File: src/rtl/weight_update_unit_pkg.sv
// Shared MLP datapath definitions: sequencer states, saturation bounds, default learning-rate shift.
package mlp_pkg;

  typedef enum logic [1:0] {
    IDLE  = 2'd0,
    RUN   = 2'd1,
    DRAIN = 2'd2,
    DONE  = 2'd3
  } state_t;

  localparam int DEFAULT_SHIFT = 4;

  // Largest positive value of a b-bit signed word, zero-extended to 64 bits.
  function automatic logic [63:0] max_w(input int b);
    return (64'd1 << (b - 1)) - 64'd1;
  endfunction

  // Most negative value of a b-bit signed word, sign-extended to 64 bits.
  function automatic logic [63:0] min_w(input int b);
    return ~((64'd1 << (b - 1)) - 64'd1);
  endfunction

endpackage

File: src/rtl/weight_update_unit_if.sv
// Streaming bus of the weight update unit: (w, grad) in, (w_new, addr, sat) out.
interface weight_update_unit_if #(
  parameter int bits  = 16,
  parameter int CNT_W = 10
);
  logic             in_valid;
  logic             in_ready;
  logic [bits-1:0]  w;
  logic [bits-1:0]  grad;
  logic             out_valid;
  logic             out_ready;
  logic [bits-1:0]  w_new;
  logic [CNT_W-1:0] addr;
  logic             sat;

  modport master (
    output in_valid, w, grad, out_ready,
    input  in_ready, out_valid, w_new, addr, sat
  );

  modport slave (
    input  in_valid, w, grad, out_ready,
    output in_ready, out_valid, w_new, addr, sat
  );
endinterface

File: src/rtl/weight_update_unit_sat_sub.sv
// Combinational signed a - b with clamping to the bits-wide range.
// Kept standalone so the bias-update path can share it.
module sat_sub
  import mlp_pkg::*;
#(
  parameter int bits = 16
) (
  input  logic signed [bits-1:0] a,
  input  logic signed [bits-1:0] b,
  output logic signed [bits-1:0] y,
  output logic                   sat
);

  localparam logic [63:0]     MAX64 = max_w(bits);
  localparam logic [63:0]     MIN64 = min_w(bits);
  localparam logic [bits-1:0] MAX_V = MAX64[bits-1:0];
  localparam logic [bits-1:0] MIN_V = MIN64[bits-1:0];

  logic signed [bits:0] diff;

  // One extra bit holds the exact difference; its top two bits flag over/underflow.
  always_comb begin
    diff = {a[bits-1], a} - {b[bits-1], b};
    y    = diff[bits-1:0];
    sat  = 1'b0;
    if (diff[bits:bits-1] == 2'b01) begin
      y   = MAX_V;
      sat = 1'b1;
    end else if (diff[bits:bits-1] == 2'b10) begin
      y   = MIN_V;
      sat = 1'b1;
    end
  end

endmodule

File: src/rtl/weight_update_unit.sv
// Weight update unit: w_new = sat(w - (grad >>> SHIFT)) over a counted sweep,
// two-stage valid/ready pipeline between the gradient buffer and the weight RAM.
//
// state | meaning
// IDLE  | waiting for start; sat_count holds last sweep's value
// RUN   | accepting (w, grad) until in_cnt reaches count
// DRAIN | all inputs taken, waiting for out_cnt to reach count
// DONE  | one-cycle done pulse, then back to IDLE
module weight_update_unit
  import mlp_pkg::*;
#(
  parameter int bits  = 16,
  parameter int SHIFT = DEFAULT_SHIFT,
  parameter int CNT_W = 10
) (
  input  logic             clk,
  input  logic             rst_n,
  input  logic             start,
  input  logic [CNT_W-1:0] count,
  weight_update_unit_if.slave bus,
  output logic [CNT_W-1:0] sat_count,
  output logic             busy,
  output logic             done
);

  state_t state, state_nxt;

  logic [CNT_W-1:0] cnt_lat, in_cnt, out_cnt;

  logic                   s1_valid;
  logic signed [bits-1:0] s1_w, s1_step;
  logic [CNT_W-1:0]       s1_addr;

  logic                   s2_valid;
  logic signed [bits-1:0] s2_w_new;
  logic                   s2_sat;
  logic [CNT_W-1:0]       s2_addr;

  logic signed [bits-1:0] grad_s, step, res;
  logic                   res_sat;
  logic                   s1_ready, s2_ready, in_ready_int;
  logic                   in_fire, out_fire, start_ok;

  // Handshake qualifiers and the arithmetic shift that turns a gradient into a step.
  always_comb begin
    grad_s       = bus.grad;
    step         = grad_s >>> SHIFT;
    s2_ready     = !s2_valid || bus.out_ready;
    s1_ready     = !s1_valid || s2_ready;
    in_ready_int = (state == RUN) && (in_cnt < cnt_lat) && s1_ready;
    in_fire      = bus.in_valid && in_ready_int;
    out_fire     = s2_valid && bus.out_ready;
    start_ok     = (state == IDLE) && start;
  end

  // Sequencer state register.
  always_ff @(posedge clk or negedge rst_n) begin
    if (!rst_n) state <= IDLE;
    else        state <= state_nxt;
  end

  // Sequencer next state and status outputs.
  always_comb begin
    state_nxt = state;
    busy      = (state != IDLE);
    done      = (state == DONE);
    case (state)
      IDLE:    if (start) state_nxt = (count == '0) ? DONE : RUN;
      RUN:     if (in_cnt == cnt_lat) state_nxt = DRAIN;
      DRAIN:   if (out_cnt == cnt_lat) state_nxt = DONE;
      DONE:    state_nxt = IDLE;
      default: state_nxt = IDLE;
    endcase
  end

  // Sweep length latch and transfer counters; in_cnt cannot pass count since in_ready gates it.
  always_ff @(posedge clk or negedge rst_n) begin
    if (!rst_n) begin
      cnt_lat   <= '0;
      in_cnt    <= '0;
      out_cnt   <= '0;
      sat_count <= '0;
    end else if (start_ok) begin
      cnt_lat   <= count;
      in_cnt    <= '0;
      out_cnt   <= '0;
      sat_count <= '0;
    end else begin
      if (in_fire) in_cnt <= in_cnt + 1'b1;
      if (out_fire) begin
        out_cnt <= out_cnt + 1'b1;
        if (s2_sat) sat_count <= sat_count + 1'b1;
      end
    end
  end

  // Stage 1: capture weight, step and sweep index; refills whenever stage 2 can move.
  always_ff @(posedge clk or negedge rst_n) begin
    if (!rst_n) begin
      s1_valid <= 1'b0;
      s1_w     <= '0;
      s1_step  <= '0;
      s1_addr  <= '0;
    end else if (s1_ready) begin
      s1_valid <= in_fire;
      if (in_fire) begin
        s1_w    <= bus.w;
        s1_step <= step;
        s1_addr <= in_cnt;
      end
    end
  end

  sat_sub #(.bits(bits)) u_sat_sub (
    .a   (s1_w),
    .b   (s1_step),
    .y   (res),
    .sat (res_sat)
  );

  // Stage 2: saturated result held until the weight RAM accepts it.
  always_ff @(posedge clk or negedge rst_n) begin
    if (!rst_n) begin
      s2_valid <= 1'b0;
      s2_w_new <= '0;
      s2_sat   <= 1'b0;
      s2_addr  <= '0;
    end else if (s2_ready) begin
      s2_valid <= s1_valid;
      if (s1_valid) begin
        s2_w_new <= res;
        s2_sat   <= res_sat;
        s2_addr  <= s1_addr;
      end
    end
  end

  assign bus.in_ready  = in_ready_int;
  assign bus.out_valid = s2_valid;
  assign bus.w_new     = s2_w_new;
  assign bus.sat       = s2_sat;
  assign bus.addr      = s2_addr;

endmodule

File: src/flat_wrapper.sv
// flat-port wrapper written by rule: the top's interface ports become plain ports
module weight_update_unit_flat import mlp_pkg::*;
#(
  parameter int bits  = 16,
  parameter int SHIFT = DEFAULT_SHIFT,
  parameter int CNT_W = 10
)
  (clk, rst_n, start, count, sat_count, busy, done, bus_in_valid, bus_w, bus_grad, bus_out_ready, bus_in_ready, bus_out_valid, bus_w_new, bus_addr, bus_sat);
  weight_update_unit_if #(.bits(bits), .CNT_W(CNT_W)) bus_i ();
  input  logic clk;
  input  logic rst_n;
  input  logic start;
  input  logic [CNT_W-1:0] count;
  output logic [CNT_W-1:0] sat_count;
  output logic busy;
  output logic done;
  input wire logic [$bits(bus_i.in_valid)-1:0] bus_in_valid;
  input wire logic [$bits(bus_i.w)-1:0] bus_w;
  input wire logic [$bits(bus_i.grad)-1:0] bus_grad;
  input wire logic [$bits(bus_i.out_ready)-1:0] bus_out_ready;
  output wire logic [$bits(bus_i.in_ready)-1:0] bus_in_ready;
  output wire logic [$bits(bus_i.out_valid)-1:0] bus_out_valid;
  output wire logic [$bits(bus_i.w_new)-1:0] bus_w_new;
  output wire logic [$bits(bus_i.addr)-1:0] bus_addr;
  output wire logic [$bits(bus_i.sat)-1:0] bus_sat;
  assign bus_i.in_valid = bus_in_valid;
  assign bus_i.w = bus_w;
  assign bus_i.grad = bus_grad;
  assign bus_i.out_ready = bus_out_ready;
  assign bus_in_ready = bus_i.in_ready;
  assign bus_out_valid = bus_i.out_valid;
  assign bus_w_new = bus_i.w_new;
  assign bus_addr = bus_i.addr;
  assign bus_sat = bus_i.sat;
  weight_update_unit #(.bits(bits), .SHIFT(SHIFT), .CNT_W(CNT_W)) u_core (.clk(clk), .rst_n(rst_n), .start(start), .count(count), .bus(bus_i), .sat_count(sat_count), .busy(busy), .done(done));
endmodule
File: config.mk
export PLATFORM = sky130hd
export DESIGN_NAME = weight_update_unit_flat
export DESIGN_NICKNAME = d
export VERILOG_FILES = /design/src/rtl/weight_update_unit_pkg.sv /design/src/rtl/weight_update_unit_if.sv /design/src/rtl/weight_update_unit_sat_sub.sv /design/src/rtl/weight_update_unit.sv /design/src/flat_wrapper.sv
export SDC_FILE = /design/constraint.sdc
export NUM_CORES = 1
export LEC_CHECK = 0
export CORE_MARGIN = 8
export CORE_UTILIZATION = 50
export DETAILED_ROUTE_END_ITERATION = 7
export PLACE_DENSITY = 0.74
export SYNTH_ARGS = -nofsm -noshare
export SYNTH_HDL_FRONTEND = slang
export SYNTH_HIERARCHICAL = 1
export SYNTH_SLANG_ARGS = --single-unit
File: constraint.sdc
create_clock -name clk -period 3.35 [get_ports clk]
set_input_delay 0.67 -clock clk [delete_from_list [all_inputs] [get_ports clk]]
set_output_delay 0.67 -clock clk [all_outputs]
set_load 0.02 [all_outputs]
==> summary.md <==
In this run the remaining antenna-violating nets after routing total 0. Overall power consumption after layout is estimated at 2.59 mW. For this design the static power due to leakage is 3.77 nW. On the final layout, the worst clock skew is 6.88 ps.

Routability-driven placement finished with a final weighted congestion of 0.876. Prevailing post-synth register cell: sky130_fd_sc_hd__dfrtp_1. After detailed routing, the total wire length is 13400 µm. The share of the synthesized area in compound gates (AO/OA/AOI/OAI) was 0.110. The number of antenna violations at the first check in global routing is 0, and the multiplexer share of the synthesized area is 0.149. The logs give 0.624 for the end-of-flow core utilization and 6 for the number of synthesis warnings.

The number of H-tree levels was 3. The logs give 0.033 for the power share of the combinational group and 0.451 for the sequential element share of the synthesized area. The net switching fraction of the power works out to 0.192. Port buffering added 83 buffers. The xor/xnor cell area share of the yosys netlist is 0.0593. In the synthesized netlist, the number of instances is 536. The area share of and/or/nand/nor cells after synthesis was 0.106. The worst setup path is captured at a flop. Leaving out fill and tap cells, the most frequent cell in the layout is sky130_fd_sc_hd__dfrtp_1. The run gives 0 as the final hold violation count. The total number of clock tree sinks is 109, and the global-route wire length before repair is 22500 µm.

Max-cap violations in this run came to 0. The largest family of logic cells by synthesized area was multiplexers. The tools report the setup fix buffers added after clock tree synthesis as 0.

TritonCTS built the clock tree. In this run the count of I/O pins placed on the die edge is 88. Number of global-route vias before repair: 4555.

The first detailed-routing pass ran for 4 iterations. The internal power of the cells totals 2.09 mW. The highest achievable clock rate is 0.311 GHz, and the post-detailed-route wirelength per cell is 17.3 µm. Ratio of cells with drive above 1 in the final layout: 0.175. The die covers 15900 µm². Data arrives at the worst endpoint at 3450 ps. TritonCTS created 9 clock buffers. Entering global routing, the biggest net connects 54 pins.

The fraction of power consumed by the clock network came out at 0.458. Setup repair after global routing left no endpoint under its margin. The effective utilization at floorplan is 0.508, and the fraction of registers with async set/reset is 1.00. Setup violations remaining at the end of the flow were counted as 0.

The floorplan has 40 rows. The detailed router finished its first iteration with 210 violations. Net count after synthesis: 621.

After the last flow step, the layout net total stands at 711. For the finished layout, the period the worst path requires is 3210 ps. The die is 126 µm tall.

The total number of vias came out at 4307. The run gives 0.174 as the total global-route track usage. The path type of the worst min-delay path is primary input to async pin.

The logs give 777 for the post-route non-filler standard cell count and 0.541 for the worst-case headroom to the max-slew limit. The floorplan step defined a core boundary enclosing 11900 µm². The share of total power in sequential cells was 0.509; the total instance count after detailed placement was 761.

Final count of pins violating max slew: 0. The flow ran to the end, and the final reports show no timing, DRC or antenna violations. The post-synthesis average cell area came out at 11.3 µm². The cell area power density was 348 nW/µm²; the sum of overflow across all layers after global routing was 0.

The clock passes through at most 2 buffers. VDD sags by at most 0.000272 V. Relative to the synthesized area, the layout overhead comes to 22.7%. The clock reaches the later pin of the worst-skew pair after 350 ps. The multi-input combinational cells in the finished layout cover a total of 3080 µm². In the routed design, unresolved DRC markers number 0. The detailed-placement wirelength estimate is 9720 µm, and the adder and majority cell fraction of the synthesized area is 0.0798. The classification of the worst setup path is flop to flop.

The post-route clock period utilization was 0.959; the die outline width was 126 µm. The via-per-instance ratio works out to 5.54. Across the whole layout, storage elements account for 2730 µm².

Clock transition at the registers of the reported paths: 70 ps. At the pin with the least slew margin, the transition time is 688 ps. The count of flip-flops with a built-in enable after synthesis is 0. The root buffer cell is sky130_fd_sc_hd__clkbuf_16. Summed over all nets, the switching power comes to 0.496 mW. STA classifies the critical path startpoint as a flop. Summing every instance area after synthesis gives 6050 µm².

The run gives 0 ps as the sum of negative setup slack. In the layout the commonest cells are 109 x sky130_fd_sc_hd__dfrtp_1, 82 x sky130_fd_sc_hd__clkdlybuf4s50_1, 40 x sky130_fd_sc_hd__nand2_1, 36 x sky130_fd_sc_hd__ha_1, 34 x sky130_fd_sc_hd__inv_1. The largest fanout of any net on the critical path works out to 8. The number of synthesized register bits was 109. The tools report the antenna diode count as 0. For the unique cell type count in the Yosys netlist, the log shows 55. Data on the critical path is required at its endpoint by 3580 ps.

The filler cell count is 983.
worst max-delay path, cell delays in order, from the launching register on:
cell and delay, ps:
sky130_fd_sc_hd__dfrtp_1 390, sky130_fd_sc_hd__inv_1 60, sky130_fd_sc_hd__ha_1 160, sky130_fd_sc_hd__inv_1 60, sky130_fd_sc_hd__fa_1 410, sky130_fd_sc_hd__a21oi_2 180, sky130_fd_sc_hd__a2bb2oi_2 220, sky130_fd_sc_hd__a21oi_2 110
sky130_fd_sc_hd__a21oi_2 170, sky130_fd_sc_hd__o211ai_1 150, sky130_fd_sc_hd__mux2i_1 170, sky130_fd_sc_hd__ha_2 280, sky130_fd_sc_hd__clkinvlp_4 200, sky130_fd_sc_hd__a21oi_1 180, sky130_fd_sc_hd__o211ai_1 100, sky130_fd_sc_hd__mux2_2 270
kinds of logic after synthesis:
kind of cell	after synthesis
AOI/OAI and AO/OA	92
xor gates and xnor gates	41
and+or+nand+nor	131
muxes	70
DFF	109
adders and majority gates	38
buffers and inverters	55
per-layer routing:
metal | GRT usage | vias up | part of all wire | routed length (µm)
li1 | - | 2043 | - | -
met1 | 0.204 | 2137 | 0.43 | 5820
met2 | 0.304 | 115 | 0.50 | 6660
met3 | 0.0557 | 12 | 0.058 | 783
met4 | 0.0410 | 0 | 0.012 | 159
met5 | 0 | - | 0 | 0
per-stage QoR:
step | worst slack (ps) | hold slack, ps | instance area (µm²)
4_1_cts | 51.3 | 375 | 7400
5_1_grt | 4.59 | 406 | 7430
6_report | 138 | 354 | 7430
2_1_floorplan | 278 | 374 | 6050
3_5_place_dp | 52.7 | 477 | 7060
3_3_place_gp | 128 | 471 | 7060
power by group through the flow:
stage / clock network (mW) / logic (mW) / registers (mW)
after floorplan: 0 / 0.00399 / 1.34
after global placement: 0 / 0.0862 / 1.34
after detailed placement: 0 / 0.0885 / 1.34
after CTS: 1.22 / 0.0885 / 1.31
after global routing: 1.28 / 0.0951 / 1.31
final: 1.18 / 0.0860 / 1.32
layout make-up:
cell class                 instances  share of cell area
clock buffer                      11              0.0313
clock inverter                     4              0.0131
inverter                          35              0.0182
multi-input combinational        372               0.414
sequential                       109               0.367
tap                              147              0.0248
timing repair buffer              98               0.130
timing repair inverter             1             0.00101
sequential cells by signal, indices dropped and copies added, names as in the netlist:
register and cells:
u_core/state 2, u_core/s1_w 16, u_core/s1_addr 10, u_core/in_cnt 10, u_core/s1_valid 1, u_core/bus.out_valid 1
u_core/sat_count 10, u_core/cnt_lat 10, u_core/out_cnt 10, u_core/bus.addr 10, u_core/bus.sat 1, u_core/bus.w_new 16
u_core/s1_step 12
synthesized netlist by cell type, drive strengths merged, types with 2 or more instances:
cell     number  share of area
nor4          4         0.0041
xnor2        16          0.023
nand2b        8         0.0083
ha           37          0.076
nor2         28          0.017
a21o         19          0.024
a41o          2         0.0033
o2111ai       2         0.0058
and3          7         0.0072
and4          2         0.0029
buf          12          0.017
and2          3         0.0031
clkbuf        7         0.0043
nor2b         7         0.0072
o21a          2         0.0025
a211oi        5         0.0079
nand3        17          0.014
o21ai        22          0.019
o211ai        2         0.0025
or3           4         0.0041
mux2         64           0.14
nand4         9         0.0093
a31o          4         0.0058
mux2i         6         0.0099
a31oi         4         0.0041
xor2         25          0.036
inv          35          0.022
dfrtp       109           0.45
nand2        40          0.025
a21oi        20          0.017
worst paths after layout:
kind,start,endpoint,slack (ps),cells past startpoint
worst max-delay path,u_core/s1_w[0],u_core/bus.w_new[13],140,15
worst min-delay path,rst_n,u_core/s1_step[5],350,1
worst max register to register,u_core/s1_w[0],u_core/bus.w_new[13],140,15
worst min register to register,u_core/s1_addr[5],u_core/s1_addr[5],490,1
max in group asynchronous,rst_n,u_core/s1_w[12],2170,2
min in group clk,u_core/s1_addr[5],u_core/s1_addr[5],490,1
what timing repair did:
item                       CTS  global route
hold buffers                 0             0
cloned                       0             1
hold endpoints to repair     0             0
setup endpoints to repair    9            15
resized for setup            1             7
pin swaps                    0             4
Power figures use the tool's default switching activity.
